$ cat src/rtl/demux_pkg.sv
// -----------------------------------------------------------------------------
// demux_pkg
// Shared defaults and helpers for the stream_demux_1xn block.
//   DEMUX_DATA_W_DEF : default beat width
//   DEMUX_N_CH_DEF   : default number of output channels
//   sel_legal()      : true when a select value addresses an existing channel
// -----------------------------------------------------------------------------
package demux_pkg;

   localparam int DEMUX_DATA_W_DEF = 8;
   localparam int DEMUX_N_CH_DEF   = 8;

   // Selects are widened to 32 bits by the caller so one helper serves any SEL_W.
   function automatic logic sel_legal(input logic [31:0] sel, input logic [31:0] n);
      return sel < n;
   endfunction

endpackage

$ cat src/rtl/demux_slot.sv
// -----------------------------------------------------------------------------
// demux_slot
// One-entry register slice holding a single beat for one output channel.
// Ports:
//   clk, rst_n   : clock, asynchronous active-low reset
//   load_i       : capture data_i on this edge (only asserted while free_o = 1)
//   data_i       : beat payload to capture
//   out_ready_i  : downstream consumer accepts the held beat
//   out_valid_o  : a beat is held
//   out_data_o   : held beat payload, stable while out_valid_o && !out_ready_i
//   free_o       : slot can take a beat this cycle (empty, or draining now)
// -----------------------------------------------------------------------------
module demux_slot
   import demux_pkg::*;
#(
   parameter int DATA_W = DEMUX_DATA_W_DEF
) (
   input  logic              clk,
   input  logic              rst_n,
   input  logic              load_i,
   input  logic [DATA_W-1:0] data_i,
   input  logic              out_ready_i,
   output logic              out_valid_o,
   output logic [DATA_W-1:0] out_data_o,
   output logic              free_o
);

   logic              valid_q, valid_d;
   logic [DATA_W-1:0] data_q,  data_d;

   // A full slot that drains this cycle can be refilled in the same cycle.
   assign free_o = !valid_q || out_ready_i;

   always_comb begin
      // NOTE: every always_comb output gets a default first so no path can infer a latch.
      valid_d = valid_q;
      data_d  = data_q;
      if (load_i) begin
         valid_d = 1'b1;
         data_d  = data_i;
      end else if (out_ready_i) begin
         valid_d = 1'b0;
      end
   end

   always_ff @(posedge clk or negedge rst_n) begin
      if (!rst_n) begin
         valid_q <= 1'b0;
         // NOTE: the data register is reset too, because out_data must read zero after reset.
         data_q  <= '0;
      end else begin
         // NOTE: sequential state uses non-blocking assignments so all flops update together.
         valid_q <= valid_d;
         data_q  <= data_d;
      end
   end

   assign out_valid_o = valid_q;
   assign out_data_o  = data_q;

endmodule

$ cat src/rtl/stream_demux_1xn.sv
// -----------------------------------------------------------------------------
// stream_demux_1xn
// Registered 1-to-N stream demultiplexer. Each accepted beat is steered by
// in_sel into a one-entry slot on the chosen channel; every channel drains
// independently under its own backpressure. Beats with in_sel >= N_CH are
// accepted, discarded and flagged on drop_pulse for one cycle.
// Ports:
//   clk, rst_n             : clock, asynchronous active-low reset
//   in_valid/in_ready      : input handshake
//   in_data, in_sel        : input payload and destination channel
//   out_valid/out_ready    : per-channel output handshake (N_CH bits)
//   out_data               : channel c at [c*DATA_W +: DATA_W]
//   drop_pulse             : an illegal-select beat was discarded last cycle
//   in_bcast               : (DEMUX_BCAST_EN only) load the beat into every channel
// Configuration macro: DEMUX_BCAST_EN adds the in_bcast port and broadcast mode.
// -----------------------------------------------------------------------------
module stream_demux_1xn
   import demux_pkg::*;
#(
   parameter  int DATA_W = DEMUX_DATA_W_DEF,
   parameter  int N_CH   = DEMUX_N_CH_DEF,
   localparam int SEL_W  = $clog2(N_CH)
) (
   input  logic                     clk,
   input  logic                     rst_n,
   input  logic                     in_valid,
   output logic                     in_ready,
   input  logic [DATA_W-1:0]        in_data,
   input  logic [SEL_W-1:0]         in_sel,
`ifdef DEMUX_BCAST_EN
   input  logic                     in_bcast,
`endif
   output logic [N_CH-1:0]          out_valid,
   input  logic [N_CH-1:0]          out_ready,
   output logic [N_CH*DATA_W-1:0]   out_data,
   output logic                     drop_pulse
);

   logic [N_CH-1:0] slot_free;
   logic [N_CH-1:0] load_vec;
   logic            sel_ok;
   logic            sel_free;
   logic            accept;
   logic            bcast;
   logic            drop_q, drop_d;

`ifdef DEMUX_BCAST_EN
   assign bcast = in_bcast;
`else
   assign bcast = 1'b0;
`endif

   assign sel_ok = sel_legal(32'(in_sel), 32'(N_CH));

   // Ready decode is independent of in_valid; illegal selects are always
   // accepted so a bad beat can never stall the producer.
   always_comb begin
      sel_free = 1'b1;
      for (int c = 0; c < N_CH; c++) begin
         if (in_sel == SEL_W'(c)) sel_free = slot_free[c];
      end

      if (bcast)       in_ready = &slot_free;
      else if (sel_ok) in_ready = sel_free;
      else             in_ready = 1'b1;

      accept = in_valid && in_ready;

      load_vec = '0;
      for (int c = 0; c < N_CH; c++) begin
         load_vec[c] = accept && (bcast || (in_sel == SEL_W'(c)));
      end

      drop_d = accept && !bcast && !sel_ok;
   end

   always_ff @(posedge clk or negedge rst_n) begin
      if (!rst_n) drop_q <= 1'b0;
      else        drop_q <= drop_d;
   end

   assign drop_pulse = drop_q;

   for (genvar c = 0; c < N_CH; c++) begin : g_slot
      demux_slot #(
         .DATA_W (DATA_W)
      ) u_slot (
         .clk         (clk),
         .rst_n       (rst_n),
         .load_i      (load_vec[c]),
         .data_i      (in_data),
         .out_ready_i (out_ready[c]),
         .out_valid_o (out_valid[c]),
         .out_data_o  (out_data[c*DATA_W +: DATA_W]),
         .free_o      (slot_free[c])
      );
   end

endmodule

$ cat config.mk
export PLATFORM = sky130hd
export DESIGN_NAME = stream_demux_1xn
export DESIGN_NICKNAME = d
export VERILOG_FILES = /design/src/rtl/demux_pkg.sv /design/src/rtl/demux_slot.sv /design/src/rtl/stream_demux_1xn.sv
export SDC_FILE = /design/constraint.sdc
export NUM_CORES = 1
export LEC_CHECK = 0
export BUFFER_PORTS_ARGS = -buffer_cell sky130_fd_sc_hd__buf_2
export CAP_MARGIN = 20
export CORE_MARGIN = 1.5
export CORE_UTILIZATION = 30
export DETAILED_ROUTE_END_ITERATION = 7
export PLACE_DENSITY = 0.56
export SKIP_CTS_REPAIR_TIMING = 1
export SYNTH_ARGS = -nofsm -noshare
export SYNTH_HDL_FRONTEND = slang
export SYNTH_SLANG_ARGS = --single-unit
$ cat constraint.sdc
create_clock -name clk -period 2.3 [get_ports clk]
set_clock_uncertainty 0.15 [all_clocks]
set_input_delay 0.46 -clock clk [delete_from_list [all_inputs] [get_ports clk]]
set_output_delay 0.46 -clock clk [all_outputs]
set_load 0.01 [all_outputs]
==> flow_summary.ini <==
[sta]
finalHoldViolCount = 0
finalSetupTns_ns = 0
setup_viol = 0
slew_violations = 0
rsz0062_at_grt = no
finalCritPeriodShare_pct = 95.66
fmax_ghz = 0.4545
fin_crit_ns = 2.200

[pwr]
p_per_area_mw_per_mm2 = 985.2
power_leakage_uw = 0.001849
ir_worst_vdd_mv = 0.4347

[synthesis]
ys_ff_latch = 72
synthTopCellsByCount = 72 x dfrtp_1, 64 x mux2_2, 10 x buf_4
avgSynthCellArea_um2 = 15.08
synth_edf_count = 0
netlist_instances = 193
synth_area_leaders = dfrtp_1 62%, mux2_2 25%, buf_4 2.6%
ys_types = 27
yosys_warnings = 0
ys_seq_area_share_pct = 61.91
syn_nets = 215
syn-cell-area_mm2 = 0.002910
synthArstFlopShare_pct = 100.0
yosys.area.top_type = dfrtp_1
synth_top_cell_area_share_pct = 61.91
synth_flop_cell = dfrtp_1
yosysMostFrequentCell = dfrtp_1

[layout]
drive_gt1_share_pct = 64.78
fin_util_pct = 40.87
syn_to_final_growth_pct = 31.00
nFillCells = 929
nNetsFinal = 318
diodes = 0

[global_route]
grt_pass1_vias = 1896
grt_max_degree = 40
grt_pass1_wl_um = 10560
overflow = 0
antenna_found_initial = 0
grt.total_usage_pct = 14.24

[die]
start_util_pct = 31.20
fp.dieW_um = 101.5
die_area_mm2 = 0.01030
core_area_mm2 = 0.009328
die_h_um = 101.5
ios = 96
rows = 35

[placement]
dp_hpwl_um = 4777
port_buffers = 94
place_congestion = 0.7349

[drt]
route.detailed.drc = 0
vias = 1925
first_pass_iters = 4
drtIter0Drc = 38
viasPerCell = 4.477
drt-total-wl_um = 6763
wl_per_cell_um = 15.73
ant_nets = 0

[clock_tree]
insertion_delay_ns = 0.33
cts_buffers = 9
cts-htree-levels = 3
clockBufferDepth = 2
clockRootBuffer = clkbuf_8
clkTransAtPathRegs_ns = 0.08
cts_tree = yes
cts_sinks = 72

[worst_setup_path]
r2r_end = g_slot[7].u_slot.out_data_o[6]$_DFFE_PN0P_
cp-start-kind = input pin
crit_path_end_kind = primary output
reg2reg_slack_ns = 0.73
ff2ff_path_depth = 5
timing.rr.start = g_slot[7].u_slot.out_valid_o$_DFFE_PN0P_
required_ns = 1.69
critPathKind = in -> out
critPathMaxFanout = 10
critical_path_arrival_ns = 1.59

[hold_path]
whs_path_depth = 2
min_from = in_sel[1]
hold_end = g_slot[4].u_slot.out_valid_o$_DFFE_PN0P_
hp-class = in -> reg

[status]
status = finished clean

[run]
maxCapViolations = 0
kinds of logic after synthesis:
group	Yosys count	synth area share [%]
buf+inv	13	3.267
simple gates	31	7.094
other cells	1	0.1289
mux	65	25.11
compound gates	11	2.494
flops	72	61.91
how the worst max path moves through the flow:
stage / from / end / slack [ns] / depth (start not counted)
6_report: in_sel[1] / in_ready / 0.1 / 6
5_1_grt: in_sel[1] / in_ready / 0.01 / 6
4_1_cts: in_sel[1] / in_ready / 0.05 / 6
3_5_place_dp: in_sel[1] / in_ready / 0.05 / 6
3_3_place_gp: in_sel[1] / in_ready / 0.08 / 6
2_1_floorplan: in_sel[0] / in_ready / 0.28 / 5
stage by stage:
stage | cell area [µm²] | hold WS (ns) | power, µW | setup WS [ns] | instances
finish | 3812 | 0.2783 | 3756 | 0.09973 | 430
global route | 3812 | 0.2596 | 3974 | 0.01324 | 430
CTS | 3800 | -0.08377 | 3822 | 0.05112 | 429
detailed placement | 3533 | 0.2983 | 2479 | 0.05307 | 413
global placement | 3533 | 0.2939 | 2455 | 0.07958 | 413
floorplan | 2910 | 0.01441 | 2090 | 0.2833 | 193
where the power goes:
part	switching [µW]	internal [µW]	total (µW)	leakage, µW
Sequential	127	1530	1650	0.000876
Clock	487	834	1320	0.000134
Combinational	376	404	780	0.000839
Total	990	2770	3760	0.00185
worst max-delay path, cell delays in order:
cell and delay (ns):
clkbuf_4 0.17, and2b_1 0.20, a222oi_1 0.34, o221ai_1 0.17, o21a_1 0.12, buf_2 0.13
registers in the layout, indices dropped and copies added (netlist names):
signal,cells
g_slot.u_slot.out_data_o,64
g_slot.u_slot.out_valid_o,8
placed cells by master (no fill, tap or decap), types with 2 or more instances in the layout:
cell type  count
buf_2         92
dfrtp_1       72
mux2_2        64
clkbuf_8       9
buf_4          9
nand2_1        8
nand2b_1       7
o21ai_0        5
nor2_2         4
bufinv_16      4
nand3_2        3
nor2b_1        2
layout make-up:
cell class | count | area, µm² | area share (%)
Clock buffer | 9 | 123.9 | 3.249
Clock inverter | 7 | 142.6 | 3.741
Inverter | 1 | 3.754 | 0.09846
Multi-Input combinational cell | 108 | 1013 | 26.58
Sequential cell | 72 | 1802 | 47.26
Tap cell | 129 | 161.4 | 4.234
Timing Repair Buffer | 104 | 565.5 | 14.83
layer usage:
layer	wire length [µm]	up-vias	GRT usage [%]
met2	3250	57	22.77
met3	369	2	5.521
met4	31	0	3.846
li1	-	880	-
met1	3111	986	18.10
met5	0	-	0
(Power assumes the default switching activity.)
